$ cat src/rtl/wt_cache_pkg.sv
// Shared definitions for the write-through store buffer: pointer sizing and byte-lane merge.
package wt_cache_pkg;

  localparam int unsigned WBUF_DEPTH_DEF  = 8;
  localparam int unsigned WBUF_ADDR_W_DEF = 64;
  localparam int unsigned WBUF_DATA_W_DEF = 64;

  // Ring pointers carry one extra wrap bit so full and empty are distinguishable.
  function automatic int unsigned ptr_w(input int unsigned depth);
    return $clog2(depth) + 1;
  endfunction

  function automatic logic [7:0] merge_byte(input logic [7:0] old_b,
                                            input logic [7:0] new_b,
                                            input logic       en);
    return en ? new_b : old_b;
  endfunction

endpackage

$ cat src/rtl/store_coalesce_match.sv
// Parallel word-address comparator over buffer entries, qualified by a range mask.
module store_coalesce_match #(
  parameter int unsigned N  = 8,
  parameter int unsigned AW = 61
) (
  input  logic [N-1:0][AW-1:0] entry_addr,
  input  logic [N-1:0]         range_mask,
  input  logic [AW-1:0]        key,
  output logic                 hit,
  output logic [N-1:0]         hit_vec
);

  always_comb begin
    hit_vec = '0;
    for (int i = 0; i < N; i++) begin
      hit_vec[i] = range_mask[i] && (entry_addr[i] == key);
    end
  end

  assign hit = |hit_vec;

endmodule

$ cat src/rtl/store_coalesce_buf.sv
// Write-through store buffer: in-order issue, outstanding-store limit, load lookup.
// Define CVA6_WBUF_COALESCE_EN to merge stores into a pending entry of the same word.
import wt_cache_pkg::*;

module store_coalesce_buf #(
  parameter int unsigned DEPTH           = WBUF_DEPTH_DEF,
  parameter int unsigned ADDR_W          = WBUF_ADDR_W_DEF,
  parameter int unsigned DATA_W          = WBUF_DATA_W_DEF,
  parameter int unsigned MAX_OUTSTANDING = 7
) (
  input  logic                         clk_i,
  input  logic                         rst_ni,
  input  logic                         req_valid_i,
  output logic                         req_ready_o,
  input  logic [ADDR_W-1:0]            req_addr_i,
  input  logic [DATA_W-1:0]            req_data_i,
  input  logic [DATA_W/8-1:0]          req_be_i,
  output logic                         mem_valid_o,
  input  logic                         mem_ready_i,
  output logic [ADDR_W-1:0]            mem_addr_o,
  output logic [DATA_W-1:0]            mem_data_o,
  output logic [DATA_W/8-1:0]          mem_be_o,
  input  logic                         mem_ack_i,
  input  logic [ADDR_W-1:0]            lookup_addr_i,
  output logic                         lookup_hit_o,
  output logic                         empty_o,
  output logic [$clog2(DEPTH+1)-1:0]   outstanding_o
);

  localparam int unsigned BE_W  = DATA_W / 8;
  localparam int unsigned OFF_W = $clog2(BE_W);
  localparam int unsigned WA_W  = ADDR_W - OFF_W;
  localparam int unsigned IDX_W = $clog2(DEPTH);
  localparam int unsigned PTR_W = ptr_w(DEPTH);
  localparam int unsigned CNT_W = $clog2(DEPTH + 1);

  typedef struct packed {
    logic [WA_W-1:0]   addr;
    logic [DATA_W-1:0] data;
    logic [BE_W-1:0]   be;
  } wbuf_entry_t;

  wbuf_entry_t [DEPTH-1:0]      ent_q;
  logic [DEPTH-1:0][WA_W-1:0]   ent_addr;
  logic [PTR_W-1:0]             head_q, iss_q, tail_q;
  logic [PTR_W-1:0]             used, outstanding;
  logic [IDX_W-1:0]             iss_idx, tail_idx, dist_head;
  logic [DEPTH-1:0]             occ_mask, lookup_vec;
  logic [WA_W-1:0]              req_word, lookup_word;
  logic                         full, req_fire, issue_fire, ack_fire, alloc_en;
  logic                         unused_addr_bits;

  assign iss_idx     = iss_q[IDX_W-1:0];
  assign tail_idx    = tail_q[IDX_W-1:0];
  assign req_word    = req_addr_i[ADDR_W-1:OFF_W];
  assign lookup_word = lookup_addr_i[ADDR_W-1:OFF_W];
  assign unused_addr_bits = ^{req_addr_i[OFF_W-1:0], lookup_addr_i[OFF_W-1:0]};

  assign used        = tail_q - head_q;
  assign outstanding = iss_q - head_q;
  assign full        = (used == PTR_W'(DEPTH));

  assign req_ready_o   = ~full;
  assign mem_valid_o   = (iss_q != tail_q) && (outstanding < PTR_W'(MAX_OUTSTANDING));
  assign mem_addr_o    = {ent_q[iss_idx].addr, {OFF_W{1'b0}}};
  assign mem_data_o    = ent_q[iss_idx].data;
  assign mem_be_o      = ent_q[iss_idx].be;
  assign empty_o       = (used == '0);
  assign outstanding_o = CNT_W'(outstanding);

  // All-zero byte enables are accepted but neither allocate nor merge.
  assign req_fire   = req_valid_i && req_ready_o && (|req_be_i);
  assign issue_fire = mem_valid_o && mem_ready_i;
  assign ack_fire   = mem_ack_i && (outstanding != '0);

  always_comb begin
    occ_mask  = '0;
    ent_addr  = '0;
    dist_head = '0;
    for (int i = 0; i < DEPTH; i++) begin
      dist_head   = IDX_W'(i) - head_q[IDX_W-1:0];
      occ_mask[i] = ({1'b0, dist_head} < used);
      ent_addr[i] = ent_q[i].addr;
    end
  end

  store_coalesce_match #(.N(DEPTH), .AW(WA_W)) u_lookup_match (
    .entry_addr (ent_addr),
    .range_mask (occ_mask),
    .key        (lookup_word),
    .hit        (lookup_hit_o),
    .hit_vec    (lookup_vec)
  );

`ifdef CVA6_WBUF_COALESCE_EN
  logic [PTR_W-1:0]  pend_cnt;
  logic [IDX_W-1:0]  dist_iss;
  logic [DEPTH-1:0]  merge_mask, merge_vec;
  logic              merge_hit, merge_en;
  wbuf_entry_t       merge_old;
  logic [DATA_W-1:0] merge_data;

  assign pend_cnt = tail_q - iss_q;

  // The entry leaving on this edge is already committed to memory, so it is excluded.
  always_comb begin
    merge_mask = '0;
    dist_iss   = '0;
    for (int i = 0; i < DEPTH; i++) begin
      dist_iss      = IDX_W'(i) - iss_idx;
      merge_mask[i] = ({1'b0, dist_iss} < pend_cnt);
    end
    if (issue_fire) merge_mask[iss_idx] = 1'b0;
  end

  store_coalesce_match #(.N(DEPTH), .AW(WA_W)) u_merge_match (
    .entry_addr (ent_addr),
    .range_mask (merge_mask),
    .key        (req_word),
    .hit        (merge_hit),
    .hit_vec    (merge_vec)
  );

  always_comb begin
    merge_old  = '0;
    merge_data = '0;
    for (int i = 0; i < DEPTH; i++) begin
      if (merge_vec[i]) merge_old = ent_q[i];
    end
    for (int b = 0; b < BE_W; b++) begin
      merge_data[8*b +: 8] = merge_byte(merge_old.data[8*b +: 8], req_data_i[8*b +: 8], req_be_i[b]);
    end
  end

  assign merge_en = req_fire && merge_hit;
  assign alloc_en = req_fire && !merge_hit;
`else
  assign alloc_en = req_fire;
`endif

  always_ff @(posedge clk_i) begin
    if (alloc_en) ent_q[tail_idx] <= '{addr: req_word, data: req_data_i, be: req_be_i};
`ifdef CVA6_WBUF_COALESCE_EN
    for (int i = 0; i < DEPTH; i++) begin
      if (merge_en && merge_vec[i]) begin
        ent_q[i].data <= merge_data;
        ent_q[i].be   <= merge_old.be | req_be_i;
      end
    end
`endif
  end

  always_ff @(posedge clk_i or negedge rst_ni) begin
    if (!rst_ni) begin
      head_q <= '0;
      iss_q  <= '0;
      tail_q <= '0;
    end else begin
      if (alloc_en)   tail_q <= tail_q + PTR_W'(1);
      if (issue_fire) iss_q  <= iss_q + PTR_W'(1);
      if (ack_fire)   head_q <= head_q + PTR_W'(1);
    end
  end

endmodule
$ cat config.mk
export PLATFORM = sky130hd
export DESIGN_NAME = store_coalesce_buf
export DESIGN_NICKNAME = d
export VERILOG_FILES = /design/src/rtl/wt_cache_pkg.sv /design/src/rtl/store_coalesce_match.sv /design/src/rtl/store_coalesce_buf.sv
export SDC_FILE = /design/constraint.sdc
export NUM_CORES = 2
export LEC_CHECK = 0
export ABC_AREA = 1
export BUFFER_PORTS_ARGS = -buffer_cell sky130_fd_sc_hd__clkbuf_2
export CAP_MARGIN = 20
export CELL_PAD_IN_SITES_DETAIL_PLACEMENT = 0
export CELL_PAD_IN_SITES_GLOBAL_PLACEMENT = 2
export CORE_UTILIZATION = 39
export CTS_CLUSTER_SIZE = 28
export DETAILED_ROUTE_END_ITERATION = 10
export HOLD_SLACK_MARGIN = 0.03
export PLACE_DENSITY = 0.83
export RECOVER_POWER = 50
export SLEW_MARGIN = 40
export SYNTH_ARGS = -nofsm -noshare
export SYNTH_HDL_FRONTEND = slang
export SYNTH_SLANG_ARGS = --single-unit
$ cat constraint.sdc
create_clock -name clk_i -period 16 [get_ports clk_i]
set_input_delay 0 -clock clk_i [delete_from_list [all_inputs] [get_ports clk_i]]
set_output_delay 0 -clock clk_i [all_outputs]
set_load 0.05 [all_outputs]
---- Yosys cells after proc, flatten, opt, wreduce, memory -nomap -nowiden ----
Cells that the tools add are included.
storage, ports and cells
  logic and storage cells ................. 86
  flip-flop bits (word level) ............. 1076
  output and inout bits ................... 144
operators by class
  reductions and logical operators ........ 18
  $add $sub $neg .......................... 13
  $lt $le $gt $ge ......................... 12
  mux-type cells .......................... 5
  bitwise gates (word level) .............. 1
  equality and inequality tests ........... 10
operators by type and width
  kind                   count
  $bwmux W1064           1
  $eq A61 B61 Y1         8
  $bmux W133 S3          1
  $demux W133 S3         1
  $mux W133              2
  $lt A3 B4 Y1           8
  $reduce_or A8 Y1       2
  $logic_and A1 B1 Y1    14
  $add A4 B1 Y4 const B  3
  $sub A3 B3 Y3 const A  4
  $lt A3 B4 Y1 const B   2
  $sub A4 B4 Y4          2
  $sub A1 B3 Y3 const A  2
  $sub A2 B3 Y3 const A  2
  $eq A4 B4 Y1 const B   1
  $logic_not A4 Y1       1
  $lt A4 B3 Y1 const B   1
  $ne A4 B4 Y1           1
  $reduce_bool A4 Y1     1
  $ge A3 B1 Y1 const B   1
  $not A1 Y1             1

---- Longest topological paths before layout ----
  depth after elaboration ................. 5
  depth in mapped cells ................... 17
  mapped depth without buffers ............ 17

---- By module ----
A second synthesis with hierarchy kept.
unflattened totals
  cell total of the unflattened synthesis .. 5250
  area, all modules ....................... 50499.7 um^2
modules (own cells, without submodules)
  module                cells an instance  seq. area each (um^2)  area an instance (um^2)  times used
  store_coalesce_buf    3203               32250.9                42082.9                  1
  store_coalesce_match  2047               0.0                    8416.8                   1

---- Worst setup path after synthesis ----
Ideal clock, no wire load.
  path kind ............................... flip-flop to flip-flop
  start ................................... reg tail_q[0]
  end ..................................... reg ent_q (netlist bit ent_addr[366]) (enable)
  data required time ...................... 15.212 ns
  library setup time ...................... 0.788 ns
  path buffers ............................ 0
  clock period less this slack ............ 11.706 ns
  slack ................................... 4.294 ns
  cell stages (with the launch flop) ...... 15
  data arrival time ....................... 10.918 ns
  cells stage by stage .................... dfrtp_1 > inv_1 > ha_1 > inv_1 > fa_1 > inv_1 > nand2_1 > nand2_2 > inv_1 > nand3_1 > or2_4 > nand2_4 > inv_4 > nand2_2 > nor3_1
on the way
  word-level cells in the longest chain between the ends .. 5
ends and longest elaborated chain
  item                              RTL line                   RTL
  start, declared                   store_coalesce_buf.sv:45   logic [PTR_W-1:0] head_q, iss_q, tail_q;
  start signal, assigned            store_coalesce_buf.sv:159  if (alloc_en) tail_q <= tail_q + PTR_W'(1);
  $sub A4 B4 Y4                     store_coalesce_buf.sv:59   assign used = tail_q - head_q;
  $eq A4 B4 Y1                      store_coalesce_buf.sv:61   assign full = (used == PTR_W'(DEPTH));
  $not A1 Y1                        store_coalesce_buf.sv:63   assign req_ready_o = ~full;
  via req_ready_o                   store_coalesce_buf.sv:14   output logic req_ready_o,
  $logic_and A1 B1 Y1 (2 in a row)  store_coalesce_buf.sv:72   assign req_fire = req_valid_i && req_ready_o && (|req_be_i);
  end signal, assigned by index     store_coalesce_buf.sv:142  if (alloc_en) ent_q[tail_idx] <= '{addr: req_word, data: req_data_i, be: req_be_i};
  end, declared                     store_coalesce_buf.sv:43   wbuf_entry_t [DEPTH-1:0] ent_q;
The timed path passes the listed nets, and every way through them passes these cells.
A chain may end at the register's enable or synchronous reset.

---- Worst setup path after layout ----
  start ................................... reg iss_q[0]
  end ..................................... out mem_addr_o[8]
on the way
  word-level cells in the longest chain between the ends .. 2
ends and longest elaborated chain
  item                    RTL line                   RTL
  start, declared         store_coalesce_buf.sv:45
  start signal, assigned  store_coalesce_buf.sv:160  if (issue_fire) iss_q <= iss_q + PTR_W'(1);
  $bmux W133 S3           store_coalesce_buf.sv:65   assign mem_addr_o = {ent_q[iss_idx].addr, {OFF_W{1'b0}}};
  $mux W133               -
  end, declared           store_coalesce_buf.sv:20   output logic [ADDR_W-1:0] mem_addr_o,
Every way passes these cells. The select of a mux whose other input is x is not followed.

==> qor.csv <==
metric,value,unit
status,"finished, violations left",
failing checks,"max-capacitance violations, max-slew violations",
routability-driven placement congestion ratio,0.8498,
Vias per Instance,5.025,
design area,59080,µm²
TritonCTS buffer count,118,
num rows,131,
shortest period the worst path allows,7.701,ns
depth of the worst hold-timing path,4,
worst-margin pin slew,2.264,ns
"Setup violations, final",0,
"CP delay by family, top",buffers and inverters,
sequential element share of the synthesized area,64.23,%
PortBufs,339,
core area,127700,µm²
die area,130200,µm²
"flops & latches, synth",1076,
initial detailed-routing violation count,2773,
DR vias,36470,
GR Overflow Total,0,
Fin. Hold Viols,0,
nets,5710,
"CTS clk-pin slew, worst paths",0.06,ns
io pins,349,
"top cells by area, synth","edfxtp_1 64%, nand2_1 8.9%, nor2_1 6.6%",
"Slew Viols, Final",113,
area grow syn2layout,17.67,%
leakage power,22.89,nW
post-route ant nets,0,
VDD IR-drop max,0.0001796,V
crit start category,register,
Post-route DRC,0,
largest net degree at the start of global routing,183,
antenna violations before repair,19,
placed cell count,6829,
Post-Syn Area,50210,µm²
max-cap violation count,3,
die height,360.8,µm
Fin Clk Skew,0.04934,ns
"commonest non-fill, non-tap cell in the layout",nand2_1,
Sink Count,1076,
DR WL/cell,20.22,µm
"Avg Cell Area, Syn",9.948,µm²
Setup TNS Final,0,ns
Synth top area share,63.64,%
FMAX,129.8,MHz
Root Buffer,clkbuf_16,
crit path cell chain,clkinvlp_2 > buf_6 > buf_6 > buf_4 > a21oi_1 > o21ai_0 > o21ai_0 > nor2_1 > a31oi_1 > clkbuf_2,
Cells after Synth,5047,
Worst Path Arrival,7.70,ns
unique cell type count in the Yosys netlist,39,
CTS tree,built,
CP bufs+invs,5,
Starting Density,39.32,%
GRT Overall Usage,22.21,%
post-CTS sizing,0,
clock buffer depth,3,
critical path depth,10,
Worst path max stage delay,2.26,ns
cts hold-fix bufs,195,
die width,360.8,µm
Post-Layout Cell Count,7257,
most frequent cells in the layout,"1193 x nand2_1, 1064 x edfxtp_1, 885 x nor2_1, 518 x o21ai_0, 400 x inv_1",
placed cell areas,53390,µm²
Worst Setup End Kind,output pin,
Yosys top cell by area,edfxtp_1,
DRT Pass-1 Iters,8,
share of layout cells above drive strength 1,8.479,%
Slew headroom,-50.94,%
Crit-path slowest cell,clkinvlp_2,
H-tree levels,3,
HPWL after DPL,88.41,mm
Reg2Reg Depth,10,
PwrDens,191.4,nW/µm²
final worst path period share,48.13,%
"Max FO, Critical Path",90,
Crit path required time,16.00,ns
Post-CTS Setup Inserts,0,
Routed WL,146.8,mm
Overall Power,11.31,mW
hold crit path type,primary input to register,
Syn. warnings,0,
RSZ-0062 raised after global routing,no,
Worst-Skew Late Latency,0.77,ns
vias in the first global route,35350,
critical path type,register to output pin,
first-pass GRT wire length,218.9,mm
-- where the power goes --
group | switching (mW) | leakage, nW | internal, mW
Sequential | 0.179 | 9.79 | 3.60
Clock | 1.16 | 1.88 | 1.54
Combinational | 3.70 | 11.2 | 1.13
Total | 5.04 | 22.9 | 6.27
-- synthesized netlist by cell type (all sizes together) --
cell and number:
a211oi 3, a21boi 1, a21oi 190, a221oi 27, a31oi 133, buf 163
clkbuf 107, clkinv 1, conb 1, dfrtp 12, edfxtp 1064, fa 2
ha 18, inv 403, nand2 1195, nand3 33, nand4 6, nor2 889
nor3 2, nor4 2, o211ai 2, o21ai 525, o22ai 79, or2 5
xnor2 36, xor2 148
-- logic make-up (layout without fill, tap and decap cells) --
group | count (synthesis) | in the layout | share of synthesized area [%]
AOI/OAI and AO/OA | 960 | 960 | 10.33
xor gates and xnor gates | 184 | 184 | 3.225
adders and majority gates | 20 | 20 | 0.5283
buffers and inverters | 674 | 1215 | 5.515
DFF | 1076 | 1076 | 64.23
other | 1 | 8 | 0.007469
and+or+nand+nor | 2132 | 2132 | 16.16
-- tightest hold or removal path: cells and delay by family --
| family | cells | cell delay (ns) |
|---|---|---|
| buffers and inverters | 2 | 0.64 |
| xor gates and xnor gates | 1 | 0.06 |
| and+or+nand+nor | 1 | 0.08 |
-- sequential cells by signal, indices dropped and copies added (netlist names) --
signal    flops
head_q        4
ent_q       576
tail_q        4
ent_addr    488
iss_q         4
-- per-stage QoR --
stage	utilization (%)	hold slack (ns)	setup slack, ns
2_1_floorplan	-	-0.2956	4.294
3_3_place_gp	41.66	-0.07975	10.77
3_5_place_dp	41.81	-0.07975	11.19
4_1_cts	46.36	0.03020	10.61
5_1_grt	46.27	0.05031	7.895
6_report	46.27	0.08471	8.299
-- final cells by class --
class | instances | area [µm²]
fill | 11880 | 68600
sequential | 1076 | 32260
multi-input combinational | 3299 | 15200
timing repair buffer | 586 | 4145
clock buffer | 145 | 3085
tap | 1662 | 2079
inverter | 404 | 1534
clock inverter | 80 | 767.0
antenna | 5 | 12.51
-- worst paths after layout --
| check | slack [ns] | start | end |
|---|---|---|---|
| min reg2reg | 0.54 | iss_q[3] | iss_q[3] |
| min | 0.08 | mem_ready_i | iss_q[2] |
| min in group asynchronous | 0.37 | rst_ni | tail_q[0] |
| max reg2reg | 9.96 | iss_q[0] | iss_q[3] |
| max in group asynchronous | 15.18 | rst_ni | iss_q[1] |
| max | 8.30 | iss_q[0] | mem_addr_o[8] |
-- per-layer routing --
metal | global-route usage, % | share of wire, %
met5 | 0 | 0.086
met4 | 6.533 | 2.6
met3 | 4.333 | 5.5
met2 | 36.49 | 47
met1 | 29.70 | 45
Note: power is estimated with default switching activity, not from simulation.
